### src/rtl/mc_ctrl_fsm.sv
// Multicycle MIPS main controller: sequences the shared memory/ALU/IR/regfile/PC datapath.
// Latency: 3-5 cycles per instruction plus one cycle per memory wait (mem_ready low).
// Backpressure: FETCH, MEMRD and MEMWR hold until mem_ready; optional bne support via MC_BNE_EN.
module mc_ctrl_fsm #(
  parameter int STATE_W = 4
) (
  input  logic               clk,
  input  logic               reset_n,
  input  logic [5:0]         opcode,
  input  logic               zero,
  input  logic               mem_ready,
  output logic               memwrite,
  output logic               irwrite,
  output logic               iord,
  output logic               regdst,
  output logic               memtoreg,
  output logic               regwrite,
  output logic               alusrca,
  output logic [1:0]         alusrcb,
  output logic [1:0]         pcsrc,
  output logic [1:0]         aluop,
  output logic               pcen,
  output logic               illegal_op,
  output logic [STATE_W-1:0] state
);

  typedef enum logic [STATE_W-1:0] {
    S_FETCH   = 4'd0,
    S_DECODE  = 4'd1,
    S_MEMADR  = 4'd2,
    S_MEMRD   = 4'd3,
    S_MEMWB   = 4'd4,
    S_MEMWR   = 4'd5,
    S_RTYPEEX = 4'd6,
    S_RTYPEWB = 4'd7,
    S_BEQEX   = 4'd8,
    S_IEX     = 4'd9,
    S_IWB     = 4'd10,
    S_JEX     = 4'd11
  } state_t;

  localparam logic [5:0] OP_RTYPE = 6'b000000;
  localparam logic [5:0] OP_J     = 6'b000010;
  localparam logic [5:0] OP_BEQ   = 6'b000100;
  localparam logic [5:0] OP_ADDI  = 6'b001000;
  localparam logic [5:0] OP_ORI   = 6'b001101;
  localparam logic [5:0] OP_LW    = 6'b100011;
  localparam logic [5:0] OP_SW    = 6'b101011;
`ifdef MC_BNE_EN
  localparam logic [5:0] OP_BNE   = 6'b000101;
`endif

  state_t state_q, state_d;

  // State register; reset returns to FETCH immediately, aborting any instruction.
  always_ff @(posedge clk or negedge reset_n) begin
    if (!reset_n) state_q <= S_FETCH;
    else          state_q <= state_d;
  end

`ifdef MC_BNE_EN
  logic bne_q;
  // Remember branch polarity while the opcode is known to be stable in DECODE.
  always_ff @(posedge clk or negedge reset_n) begin
    if (!reset_n)                  bne_q <= 1'b0;
    else if (state_q == S_DECODE)  bne_q <= (opcode == OP_BNE);
  end
`endif

  // Next-state and Moore output decode; everything is forced low while reset is held.
  always_comb begin
    state_d    = state_q;
    memwrite   = 1'b0;
    irwrite    = 1'b0;
    iord       = 1'b0;
    regdst     = 1'b0;
    memtoreg   = 1'b0;
    regwrite   = 1'b0;
    alusrca    = 1'b0;
    alusrcb    = 2'b00;
    pcsrc      = 2'b00;
    aluop      = 2'b00;
    pcen       = 1'b0;
    illegal_op = 1'b0;
    if (reset_n) begin
      case (state_q)
        S_FETCH: begin
          alusrcb = 2'b01;
          irwrite = mem_ready;
          pcen    = mem_ready;
          if (mem_ready) state_d = S_DECODE;
        end
        S_DECODE: begin
          alusrcb = 2'b11;
          case (opcode)
            OP_LW, OP_SW:     state_d = S_MEMADR;
            OP_RTYPE:         state_d = S_RTYPEEX;
            OP_BEQ:           state_d = S_BEQEX;
`ifdef MC_BNE_EN
            OP_BNE:           state_d = S_BEQEX;
`endif
            OP_ADDI, OP_ORI:  state_d = S_IEX;
            OP_J:             state_d = S_JEX;
            default: begin
              state_d    = S_FETCH;
              illegal_op = 1'b1;
            end
          endcase
        end
        S_MEMADR: begin
          alusrca = 1'b1;
          alusrcb = 2'b10;
          // Only lw/sw reach here; anything else simply restarts fetch.
          if (opcode == OP_LW)      state_d = S_MEMRD;
          else if (opcode == OP_SW) state_d = S_MEMWR;
          else                      state_d = S_FETCH;
        end
        S_MEMRD: begin
          iord = 1'b1;
          if (mem_ready) state_d = S_MEMWB;
        end
        S_MEMWB: begin
          memtoreg = 1'b1;
          regwrite = 1'b1;
          state_d  = S_FETCH;
        end
        S_MEMWR: begin
          iord     = 1'b1;
          memwrite = 1'b1;
          if (mem_ready) state_d = S_FETCH;
        end
        S_RTYPEEX: begin
          alusrca = 1'b1;
          aluop   = 2'b10;
          state_d = S_RTYPEWB;
        end
        S_RTYPEWB: begin
          regdst   = 1'b1;
          regwrite = 1'b1;
          state_d  = S_FETCH;
        end
        S_BEQEX: begin
          alusrca = 1'b1;
          aluop   = 2'b01;
          pcsrc   = 2'b01;
`ifdef MC_BNE_EN
          pcen    = bne_q ? ~zero : zero;
`else
          pcen    = zero;
`endif
          state_d = S_FETCH;
        end
        S_IEX: begin
          alusrca = 1'b1;
          alusrcb = 2'b10;
          aluop   = 2'b11;
          state_d = S_IWB;
        end
        S_IWB: begin
          regwrite = 1'b1;
          state_d  = S_FETCH;
        end
        S_JEX: begin
          pcsrc   = 2'b10;
          pcen    = 1'b1;
          state_d = S_FETCH;
        end
        default: state_d = S_FETCH;
      endcase
    end
  end

  assign state = state_q;

endmodule

### config.mk
export PLATFORM = sky130hd
export DESIGN_NAME = mc_ctrl_fsm
export DESIGN_NICKNAME = d
export VERILOG_FILES = /design/src/rtl/mc_ctrl_fsm.sv
export SDC_FILE = /design/constraint.sdc
export NUM_CORES = 1
export LEC_CHECK = 0
export CAP_MARGIN = 25
export CORE_MARGIN = 5
export CORE_UTILIZATION = 45
export DETAILED_ROUTE_END_ITERATION = 16
export HOLD_SLACK_MARGIN = 0.1
export PLACE_DENSITY = 0.88
export SLEW_MARGIN = 10
export SYNTH_ARGS = -nofsm -noshare
export SYNTH_HDL_FRONTEND = slang
export SYNTH_SLANG_ARGS = --single-unit
### constraint.sdc
create_clock -name clk -period 4.9 [get_ports clk]
set_input_delay 0.98 -clock clk [delete_from_list [all_inputs] [get_ports clk]]
set_output_delay 0.98 -clock clk [all_outputs]
set_load 0.02 [all_outputs]
==> flow_metrics.env <==
export IMPL_antenna_left=0
export IMPL_fmax_mhz=247
export IMPL_finalNetCount=133
export IMPL_synth_area_um2=696
export IMPL_drcViolationCount=0
export IMPL_critical_path_endpoint_type="output port"
export IMPL_yosysUniqueCellTypes=42
export IMPL_core_area_mm2=0.00149
export IMPL_arrival_ps=3070
export IMPL_setup_viol=0
export IMPL_fillerInstances=130
export IMPL_period_needed_ps=4050
export IMPL_die_x_um=49.3
export IMPL_numCtsBuffers=3
export IMPL_n_antenna_cell=0
export IMPL_clockBufferDepth=2
export IMPL_power_density_mw_per_mm2=162
export IMPL_synthesis_nets=110
export IMPL_worstPathRequired_ps=3920
export IMPL_start_util_pct=46.7
export IMPL_antenna_found_initial=0
export IMPL_clk_pin_slew_worst_paths_ps=50
export IMPL_grt_ovfl_total=0
export IMPL_place_area_um2=951
export IMPL_routed_wirelength_um=2070
export IMPL_start_kind="primary input"
export IMPL_finalHoldViolCount=0
export IMPL_cts_resized_gates=0
export IMPL_p_leak_nw=0.317
export IMPL_async_flop_share_pct=100
export IMPL_netlist_top_cells_area="dfrtp_1, nor2_1, nand2b_1"
export IMPL_final_common_cell="clkdlybuf4s50_1"
export IMPL_vias=828
export IMPL_grt_pass1_vias=757
export IMPL_critPathKind="primary input to output port"
export IMPL_min_delay_path_class="register to register"
export IMPL_synth_ff_type="dfrtp_1"
export IMPL_clockRootBuffer="clkbuf_4"
export IMPL_clock_skew_ps=9.80
export IMPL_hold_worst_slack_ps=785
export IMPL_final_cell_mix="clkdlybuf4s50_1, nor2_1, nand2_1, nand2b_1, a21oi_1"
export IMPL_grt_setup_unrepaired="false"
export IMPL_max_slew_worst_pin_slew_ps=549
export IMPL_rows=14
export IMPL_drtIter0Drc=18
export IMPL_yosysTopAreaCell="dfrtp_1"
export IMPL_gp_congestion=0.841
export IMPL_die_h_um=49.3
export IMPL_maxSlewHeadroom_pct=63.4
export IMPL_cts_tree="yes"
export IMPL_cts_max_level=1
export IMPL_cts_sinks=4
export IMPL_fin_crit_sh_pct=82.6
export IMPL_grt_util_all_layers_pct=17.8
export IMPL_io_pin_count=29
export IMPL_grt_start_max_net_pins=19
export IMPL_ys_ff_latch=4
export IMPL_portBuffers=28
export IMPL_yosysSeqAreaShare_pct=14.4
export IMPL_largest_register_ffs=4
export IMPL_final_area_um2=973
export IMPL_wl_per_cell_um=15.1
export IMPL_peakVddDrop_mv=0.104
export IMPL_synth_enable_flop_cells=0
export IMPL_fin_setup_tns_ps=0
export IMPL_synth_area_per_cell_um2=6.96
export IMPL_drive_gt1_share_pct=8.26
export IMPL_clock_latency_ps=250
export IMPL_ys_warnings_count=0
export IMPL_yosysTopAreaCellShare_pct=14.4
export IMPL_grt_first_pass_wirelength_um=3550
export IMPL_postSynthCellCount=100
export IMPL_postCtsHoldBufs=0
export IMPL_syn_to_final_growth_pct=39.9
export IMPL_die_area_mm2=0.00243
export IMPL_hpwl_um=1500
export IMPL_maxCapViolCount=0
export IMPL_vias_per_cell=6.04
export IMPL_outcome="complete, no violations"
export IMPL_first_pass_iters=4
export IMPL_drv_slew=0
export IMPL_cp_max_fo=10
export IMPL_post_cts_setup_buffers=0
metrics by stage:
stage / instances / setup WS, ps / total power [mW] / utilization, %
after floorplan: 100 / 1740 / 0.0856 / -
after global placement: 134 / 959 / 0.111 / 63.9
after detailed placement: 134 / 869 / 0.113 / 63.9
after CTS: 137 / 868 / 0.156 / 65.4
after global routing: 137 / 791 / 0.167 / 65.4
final: 137 / 854 / 0.158 / 65.4
Yosys cell counts, types with 2 or more instances:
| master | n |
|---|---|
| nor2_1 | 12 |
| nand2_1 | 7 |
| nand2b_1 | 7 |
| a21oi_1 | 6 |
| clkbuf_1 | 6 |
| nor3_1 | 5 |
| dfrtp_1 | 4 |
| buf_2 | 3 |
| nand3_1 | 3 |
| nor2b_1 | 3 |
| o21ai_0 | 3 |
| o21ai_1 | 3 |
| o31ai_1 | 3 |
| a22o_1 | 2 |
| a31oi_1 | 2 |
| nor4b_1 | 2 |
| nor4bb_1 | 2 |
| o22ai_1 | 2 |
| xnor2_1 | 2 |
cell families (layout without fill, tap and decap cells):
group                      Yosys count  after routing  synth area share, %
xor gates and xnor gates             2              2                 2.52
AOI/OAI and AO/OA                   29             29                 30.0
and+or+nand+nor                     52             52                 43.5
DFF                                  4              4                 14.4
buffers and inverters               12             33                 8.09
adders and majority gates            1              1                 1.44
report_power, final:
part           internal [mW]  leakage, nW  switching (mW)  total [mW]
clock                 0.0277       0.0138          0.0173      0.0450
sequential            0.0350       0.0544         0.00783      0.0428
combinational         0.0326        0.249          0.0376      0.0702
worst max-delay path, stage by stage:
cell	delay (ps)
clkdlybuf4s50_1	570
maj3_1	410
or3_1	320
a21oi_1	160
nor4_1	70
clkdlybuf4s50_1	550
worst paths after layout:
path | depth (start not counted) | endpoint | from | slack [ps]
min reg2reg | 2 | state[0] | state[0] | 780
max in group asynchronous | 2 | state[2] | reset_n | 3440
min | 2 | state[0] | state[0] | 780
max | 6 | illegal_op | opcode[3] | 850
min in group asynchronous | 2 | state[0] | reset_n | 1320
max reg2reg | 4 | state[1] | state[1] | 3110
layer usage:
| layer | vias up | GRT usage (%) | routed length (µm) |
|---|---|---|---|
| li1 | 412 | - | - |
| met3 | 5 | 1.83 | 149 |
| met5 | - | 0 | 0 |
| met4 | 0 | 8.07 | 38 |
| met1 | 375 | 22.0 | 864 |
| met2 | 36 | 30.5 | 1010 |
area by class of cell:
type	count	area (µm²)	area share (%)
Sequential cell	4	100	10.3
Clock buffer	3	22.5	2.31
Inverter	1	3.75	0.386
Tap cell	16	20.0	2.06
Timing Repair Buffer	29	288	29.6
Multi-Input combinational cell	84	539	55.4
Power figures use the tool's default switching activity.
